`src/rtl/spi_slave.sv`:
```
// SPI mode-0 responder: oversampled pins, 8-bit MSB-first frames, one-deep
// transmit holding register with req/ack, received-byte strobe.
module spi_slave #(
    parameter int         SYNC_STAGES = 2,
    parameter logic [7:0] IDLE_BYTE   = 8'h00
) (
    input  logic       clk,
    input  logic       nrst,
    input  logic       SPI_SCLK,
    input  logic       SPI_CS,
    input  logic       SPI_MOSI,
    output logic       SPI_MISO,
    input  logic       tx_req,
    input  logic [7:0] tx_data,
    output logic       tx_ack,
    output logic       tx_full,
    output logic [7:0] rx_data,
    output logic       rx_valid,
    output logic       tx_underrun,
    output logic       busy
);

    typedef enum logic [1:0] {IDLE, LOAD, SHIFT} state_t;

    logic [SYNC_STAGES-1:0] sclk_sync, cs_sync, mosi_sync;
    logic [SYNC_STAGES:0]   fill;
    logic                   sclk_d, cs_d;
    logic                   sclk_s, cs_s, mosi_s;
    logic                   sclk_rise, sclk_fall, cs_fall, cs_rise;

    state_t      state, state_n;
    logic [3:0]  bit_cnt;
    logic [7:0]  tx_shift, rx_shift, hold;
    logic        miso;

    // CS chain resets high so busy/MISO come out of reset idle
    always_ff @(posedge clk or negedge nrst) begin
        if (!nrst) begin
            sclk_sync <= '0;
            cs_sync   <= '1;
            mosi_sync <= '0;
            fill      <= '0;
            sclk_d    <= 1'b0;
            cs_d      <= 1'b1;
        end else begin
            sclk_sync <= {sclk_sync[SYNC_STAGES-2:0], SPI_SCLK};
            cs_sync   <= {cs_sync[SYNC_STAGES-2:0], SPI_CS};
            mosi_sync <= {mosi_sync[SYNC_STAGES-2:0], SPI_MOSI};
            fill      <= {fill[SYNC_STAGES-1:0], 1'b1};
            sclk_d    <= sclk_s;
            cs_d      <= cs_s;
        end
    end

    assign sclk_s    = sclk_sync[SYNC_STAGES-1];
    assign cs_s      = cs_sync[SYNC_STAGES-1];
    assign mosi_s    = mosi_sync[SYNC_STAGES-1];
    assign sclk_rise = sclk_s & ~sclk_d;
    assign sclk_fall = ~sclk_s & sclk_d;
    assign cs_rise   = cs_s & ~cs_d;
    // fill qualifies the fall so a CS held low across reset release is not a frame start
    assign cs_fall   = ~cs_s & cs_d & fill[SYNC_STAGES];

    assign busy     = ~cs_s;
    assign SPI_MISO = miso & ~cs_s;
    assign tx_ack   = tx_req & ~tx_full;

    always_ff @(posedge clk or negedge nrst) begin
        if (!nrst) state <= IDLE;
        else       state <= state_n;
    end

    always_comb begin
        state_n = state;
        if (cs_rise) begin
            state_n = IDLE;
        end else begin
            case (state)
                IDLE:    if (cs_fall) state_n = LOAD;
                LOAD:    state_n = SHIFT;
                SHIFT:   if (sclk_fall && bit_cnt == 4'd8) state_n = LOAD;
                default: state_n = IDLE;
            endcase
        end
    end

    always_ff @(posedge clk or negedge nrst) begin
        if (!nrst) begin
            bit_cnt     <= '0;
            tx_shift    <= '0;
            rx_shift    <= '0;
            hold        <= '0;
            tx_full     <= 1'b0;
            rx_data     <= '0;
            rx_valid    <= 1'b0;
            tx_underrun <= 1'b0;
            miso        <= 1'b0;
        end else begin
            rx_valid    <= 1'b0;
            tx_underrun <= 1'b0;
            if (tx_ack) begin
                hold    <= tx_data;
                tx_full <= 1'b1;
            end
            if (cs_rise || state == IDLE) begin
                bit_cnt <= '0;
                miso    <= 1'b0;
            end else if (state == LOAD) begin
                if (tx_full) begin
                    tx_shift <= hold;
                    miso     <= hold[7];
                    tx_full  <= 1'b0;
                end else begin
                    tx_shift    <= IDLE_BYTE;
                    miso        <= IDLE_BYTE[7];
                    tx_underrun <= 1'b1;
                end
            end else if (sclk_rise && bit_cnt < 4'd8) begin
                rx_shift <= {rx_shift[6:0], mosi_s};
                bit_cnt  <= bit_cnt + 4'd1;
                if (bit_cnt == 4'd7) begin
                    rx_data  <= {rx_shift[6:0], mosi_s};
                    rx_valid <= 1'b1;
                end
            end else if (sclk_fall) begin
                if (bit_cnt == 4'd8) begin
                    bit_cnt <= '0;
                end else if (bit_cnt != 4'd0) begin
                    tx_shift <= {tx_shift[6:0], 1'b0};
                    miso     <= tx_shift[6];
                end
            end
        end
    end

endmodule

```
`config.mk`:
```
export PLATFORM = sky130hd
export DESIGN_NAME = spi_slave
export DESIGN_NICKNAME = d
export VERILOG_FILES = /design/src/rtl/spi_slave.sv
export SDC_FILE = /design/constraint.sdc
export NUM_CORES = 1
export LEC_CHECK = 0
export BUFFER_PORTS_ARGS = -buffer_cell sky130_fd_sc_hd__clkbuf_2
export CAP_MARGIN = 10
export CELL_PAD_IN_SITES_DETAIL_PLACEMENT = 1
export CELL_PAD_IN_SITES_GLOBAL_PLACEMENT = 1
export CORE_MARGIN = 3
export CORE_UTILIZATION = 47
export CTS_BUF_LIST = sky130_fd_sc_hd__clkbuf_8
export DETAILED_ROUTE_END_ITERATION = 8
export MAX_ROUTING_LAYER = met4
export PLACE_DENSITY = 0.82
export SLEW_MARGIN = 5
export SYNTH_ARGS = -nofsm -noshare
export SYNTH_HDL_FRONTEND = slang
export SYNTH_SLANG_ARGS = --single-unit
```
`constraint.sdc`:
```
create_clock -name clk -period 2.05 [get_ports clk]
set_input_delay 0.205 -clock clk [delete_from_list [all_inputs] [get_ports clk]]
set_output_delay 0.205 -clock clk [all_outputs]
set_load 0.02 [all_outputs]
```
==> impl_metrics.py, run 1 <==
metrics = {
    "status": {
        "status": "finished with violations",
        "violations": "negative hold slack",
    },
    "final_layout": {
        "diodes": 0,
        "nets": 223,
        "final_cells": 258,
        "synthToLayoutAreaGrowth_pct": 17.0,
        "drive_gt1_share_pct": 33.2,
        "nFillCells": 440,
    },
    "power": {
        "power_leakage_nw": 1.22,
        "ir_drop_mv": 0.635,
        "p_per_area_mw_per_mm2": 1010,
    },
    "setup_path": {
        "crit_path_max_incr_delay_ps": 440,
        "crit_path_max_fanout": 6,
        "critPathCaptureType": "flip-flop",
        "critPathArrivalTime_ps": 2010,
        "rr_endpoint": "tx_shift[4]$_DFFE_PN0P_",
        "slowest_stage": "dfrtp_1",
        "worstSetupStartpointType": "flip-flop",
        "cp.required_ps": 2230,
        "crit_type": "flip-flop to flip-flop",
        "path_buf_inv": 1,
        "path_delay_family": "flip-flops",
        "crit_chain": "inv_1 -> ha_1 -> nand2b_1 -> nand3b_1 -> o21ai_2 -> mux2_2",
        "reg2reg_depth": 6,
        "cp_num_cells": 6,
        "rr_startpoint": "bit_cnt[0]$_DFFE_PN0P_",
        "rrSetupSlack_ps": 220,
    },
    "timing": {
        "worstMarginPinSlew_ps": 627,
        "period_share_pct": 89.2,
        "max_slew_margin_pct": 58.2,
        "period_needed_ps": 1830,
        "finClkSkew_ps": 12.1,
        "fmax_mhz": 547,
        "holdWs_ps": -9.74,
        "hold_viol_final": 10,
        "finalSetupViolCount": 0,
        "rsz0062_at_grt": "false",
        "drv_slew": 0,
        "fin_tns_setup_ps": 0,
    },
    "logic_synthesis": {
        "synth_seq_cells": 51,
        "yosysTopAreaCell": "dfrtp_1",
        "yosys.cell_types.count": 31,
        "synth_nets": 185,
        "synthCells": 169,
        "seq_area_frac_synth_pct": 62.4,
        "avgSynthCellArea_um2": 12.1,
        "async_reset_ff_share_pct": 100,
        "synthMostInstantiatedCell": "dfrtp_1",
        "synth_top_area_share_pct": 58.5,
        "synth_warnings": 0,
        "yosys-top-cells-count": "48 x dfrtp_1, 37 x nand2_1, 22 x mux2_2, 9 x o21ai_0, 5 x inv_1",
        "synth_flop_cell": "dfrtp_1",
        "synth.area.top_cells": "dfrtp_1 59%, mux2_2 12%, nand2_1 6.8%",
        "netlist_area_mm2": 0.00205,
        "synth_edf_count": 0,
    },
    "floorplan": {
        "dieArea_mm2": 0.00519,
        "chipHeight_um": 72.1,
        "io_pins": 28,
        "die_x_um": 72.1,
        "start_util_pct": 49.9,
        "fp-row-count": 23,
        "core-area_mm2": 0.00412,
    },
    "drt": {
        "ant_nets": 0,
        "via_per_inst": 5.32,
        "drc": 0,
        "routed_wl_mm": 4.44,
        "dr.first_iter.drc_count": 56,
        "first_pass_iters": 4,
        "wl_per_cell_um": 17.2,
        "via_count": 1373,
    },
    "global_routing": {
        "grt_max_degree": 52,
        "grt_pass1_wl_mm": 7.56,
        "grt_pass1_vias": 1535,
        "grt-ovfl-total": 0,
        "antenna_found_initial": 0,
        "grtUsageTotal_pct": 19.6,
    },
    "clocking": {
        "clk_pin_slew_ps": 100,
        "cts_tree": "done",
        "clock_sinks": 51,
        "cts_buffers": 5,
        "clkLatencyLatePin_ps": 300,
        "post_cts.repair.setup_buffers": 0,
        "cts-htree-levels": 2,
        "root_buffer": "clkbuf_8",
        "clock_path_buffers": 2,
    },
    "flow_run": {
        "cap_viol_max_count": 0,
    },
    "placed_design": {
        "dp_hpwl_mm": 3.27,
        "portBuffers": 27,
        "dp.cells": 247,
        "globalplace.congestion": 0.827,
    },
    "hold_path": {
        "min_path_type": "input pin to asynchronous set/reset pin",
    },
}
-- what timing repair did --
action                    in CTS  in global routing
resized for setup              0                  0
hold buffers                   2                  1
hold endpoints to repair       2                  1
-- cells by family after synthesis --
family	count (synthesis)	share of synthesized area, %
mux	23	12.6
buf+inv	10	2.07
fa+ha+maj	2	1.22
compound gates	23	7.20
flops	51	62.4
simple gates	59	14.4
other cells	1	0.183
-- worst reg2reg max path, stage by stage (launching register included) --
cell      delay (ps)
dfrtp_1          440
inv_1             70
ha_1             210
nand2b_1          80
nand3b_1         160
o21ai_2          360
mux2_2           390
-- report_power, final --
part	total, mW	internal [mW]	switching [mW]	leakage [nW]
clock	0.610	0.276	0.334	0.0474
sequential	1.33	1.20	0.126	0.651
combinational	0.493	0.247	0.246	0.526
-- sequential cells by signal (all words and copies together) (netlist names) --
register,cells
miso,1
state,2
bit_cnt,4
cs_sync,2
mosi_sync,2
tx_underrun,1
rx_valid,1
tx_shift,7
tx_full,1
sclk_d,1
rx_data,8
rx_shift,7
sclk_sync,2
cs_d,1
hold,8
fill,3
-- area by class of cell --
class | instances | area, µm² | area share (%)
clock buffer | 6 | 82.6 | 3.44
clock inverter | 2 | 16.3 | 0.678
inverter | 5 | 18.8 | 0.782
multi-input combinational | 108 | 729 | 30.4
sequential | 51 | 1280 | 53.3
tap | 50 | 62.6 | 2.61
timing repair buffer | 36 | 210 | 8.76
-- layer usage --
layer / track usage (%) / part of all wire (%)
met1: 23.6 / 42
met2: 32.5 / 54
met3: 4.57 / 2.7
met4: 6.26 / 1.6
met5: - / 0
-- metrics by stage --
stage	total power [mW]	setup WS (ps)	cell area [µm²]	utilization, %
4_1_cts	2.45	214	2390	58.1
2_1_floorplan	1.64	504	2050	-
3_5_place_dp	1.84	230	2270	55.2
5_1_grt	2.57	114	2400	58.3
3_3_place_gp	1.78	387	2270	55.2
6_report	2.43	221	2400	58.3
-- worst max path at each step --
stage / from / to / slack, ps
floorplan: state[1]$_DFFE_PN0P_ / tx_shift[1]$_DFFE_PN0P_ / 500
global placement: state[1]$_DFFE_PN0P_ / tx_shift[5]$_DFFE_PN0P_ / 390
detailed placement: bit_cnt[0]$_DFFE_PN0P_ / tx_shift[5]$_DFFE_PN0P_ / 230
CTS: bit_cnt[0]$_DFFE_PN0P_ / tx_shift[4]$_DFFE_PN0P_ / 210
global route: bit_cnt[0]$_DFFE_PN0P_ / tx_shift[6]$_DFFE_PN0P_ / 110
finish: bit_cnt[0]$_DFFE_PN0P_ / tx_shift[4]$_DFFE_PN0P_ / 220
-- cells in the final DEF (no fill, tap or decap) --
master         count
dfrtp_1           48
nor3b_1            1
nand2_1           37
a22o_1             1
nor2_1             4
and2_1             1
a311oi_1           1
and3_1             1
mux2i_1            1
nor3b_4            1
nand3b_1           3
o21ai_2            1
o22ai_1            2
clkbuf_2          27
a21oi_1            3
ha_1               2
clkinvlp_4         1
nor4bb_1           1
dlygate4sd3_1      3
o32a_1             1
o22a_1             1
clkbuf_8           6
nand2b_1           4
dfstp_2            3
mux2_2            22
nand3_4            1
a21o_1             4
buf_4              6
o21ai_0            9
conb_1             1
nand3_1            3
nor2b_1            2
inv_1              5
clkinv_4           1
No activity file was read; power rests on OpenSTA's default activity.
==> run 2, diff against run 1 <==
Settings changed: PLACE_DENSITY 0.82 to 0.9.
==> impl_metrics.py, run 2 (synthesis results as in run 1) <==
metrics = {
    "setup_path": {
        "cp.required_ps": 2240,
        "critPathCaptureType": "flip-flop",
        "critPathCapture": "rx_data[0]$_DFFE_PN0P_",
        "rrSetupSlack_ps": 130,
        "crit_type": "flip-flop to flip-flop",
        "critPathArrivalTime_ps": 2110,
        "startpoint": "bit_cnt[3]$_DFFE_PN0P_",
        "crit_path_max_fanout": 9,
        "worstSetupStartpointType": "flip-flop",
        "rr_endpoint": "rx_data[0]$_DFFE_PN0P_",
        "rr_startpoint": "bit_cnt[3]$_DFFE_PN0P_",
        "reg2reg_depth": 4,
    },
    "final_layout": {
        "diodes": 0,
        "synthToLayoutAreaGrowth_pct": 14.7,
        "most-common-layout-cells": "48 x dfrtp_1, 37 x nand2_1, 27 x clkbuf_2",
        "nets": 219,
        "drive_gt1_share_pct": 31.9,
        "biggestRegsByFlops": "hold (8), rx_data (8)",
        "nFillCells": 449,
        "mostFrequentLayoutCell": "dfrtp_1",
    },
    "clocking": {
        "cts-htree-levels": 2,
        "post_cts_resized": 0,
        "post_cts.repair.setup_buffers": 0,
        "cts_tree": "done",
        "clock_path_buffers": 2,
        "cts_buffers": 5,
        "clk_pin_slew_ps": 100,
        "clock_sinks": 51,
        "clkLatencyLatePin_ps": 310,
        "root_buffer": "clkbuf_8",
    },
    "timing": {
        "drv_slew": 0,
        "finClkSkew_ps": 13.6,
        "period_needed_ps": 1920,
        "timing.final.ws_setup_ps": 132,
        "max_slew_margin_pct": 57.8,
        "hold_viol_final": 5,
        "fin_tns_setup_ps": 0,
        "period_share_pct": 93.6,
        "worstMarginPinSlew_ps": 633,
        "finalSetupViolCount": 0,
        "rsz0062_at_grt": "false",
        "fmax_mhz": 521,
        "holdWs_ps": -15.6,
    },
    "floorplan": {
        "start_util_pct": 49.9,
        "io_pins": 28,
        "core-area_mm2": 0.00412,
        "dieArea_mm2": 0.00519,
        "fp-row-count": 23,
        "chipHeight_um": 72.1,
        "die_x_um": 72.1,
    },
    "drt": {
        "ant_nets": 0,
        "first_pass_iters": 4,
        "routed_wl_mm": 4.77,
        "drc": 0,
        "wl_per_cell_um": 18.8,
        "dr.first_iter.drc_count": 105,
        "via_per_inst": 5.51,
        "via_count": 1400,
    },
    "power": {
        "power_leakage_nw": 1.20,
        "p_per_area_mw_per_mm2": 1010,
        "power_mw": 2.38,
        "ir_drop_mv": 0.817,
    },
    "placed_design": {
        "portBuffers": 27,
        "dp_hpwl_mm": 3.14,
        "pre_cts_ws_ps": 133,
        "globalplace.congestion": 0.830,
    },
    "global_routing": {
        "grt_pass1_vias": 1541,
        "grt_pass1_wl_mm": 7.86,
        "antenna_found_initial": 0,
        "grt-ovfl-total": 0,
        "grtUsageTotal_pct": 20.7,
        "grt_max_degree": 52,
    },
    "hold_path": {
        "min_path_type": "input pin to asynchronous set/reset pin",
    },
    "status": {
        "status": "finished with violations",
        "violations": "negative hold slack",
    },
    "flow_run": {
        "cap_viol_max_count": 0,
    },
}
run 2: worst min-delay path by stage:
stage                   from  depth (start not counted)                      to
floorplan               nrst                          0  bit_cnt[0]$_DFFE_PN0P_
detailed placement    SPI_CS                          1    cs_sync[0]$_DFF_PN1_
global placement      SPI_CS                          1    cs_sync[0]$_DFF_PN1_
CTS                     nrst                          2  bit_cnt[1]$_DFFE_PN0P_
global route        SPI_MOSI                          1  mosi_sync[0]$_DFF_PN0_
finish                  nrst                          2  bit_cnt[1]$_DFFE_PN0P_
run 2: power breakdown:
group          internal [mW]  switching, mW
Combinational          0.229          0.232
Sequential              1.20          0.157
Clock                  0.234          0.327
Total                   1.66          0.716
run 2: per-layer routing:
| layer | vias up | track usage, % | wire (µm) |
|---|---|---|---|
| met5 | - | - | 0 |
| met4 | 0 | 6.89 | 89 |
| met3 | 10 | 3.88 | 141 |
| met2 | 31 | 35.0 | 2520 |
| met1 | 722 | 25.0 | 2020 |
| li1 | 637 | - | - |
run 2: critical path, cell delays in order, from the launching register on:
cell	delay, ps
dfrtp_1	440
nor3b_4	310
and3_1	520
nand3_4	220
mux2_2	310
run 2: timing repair:
item,4_1_cts,5_1_grt
endpoints found under the hold margin,2,0
hold buffers,2,0
setup endpoints to repair,0,0
run 2: layout make-up:
cell class | count | area [µm²] | area share (%)
Clock buffer | 5 | 68.8 | 2.92
Clock inverter | 3 | 16.3 | 0.691
Inverter | 5 | 18.8 | 0.797
Multi-Input combinational cell | 108 | 729 | 31.0
Sequential cell | 51 | 1280 | 54.4
Tap cell | 50 | 62.6 | 2.66
Timing Repair Buffer | 32 | 178 | 7.55
run 2: stage by stage:
step	instances	hold WS, ps	area, µm²	utilization [%]
2_1_floorplan	169	-90.6	2050	-
6_report	254	-15.6	2350	57.2
5_1_grt	254	0.736	2350	57.2
3_5_place_dp	244	300	2250	54.6
3_3_place_gp	244	293	2250	54.6
4_1_cts	254	5.28	2350	57.2
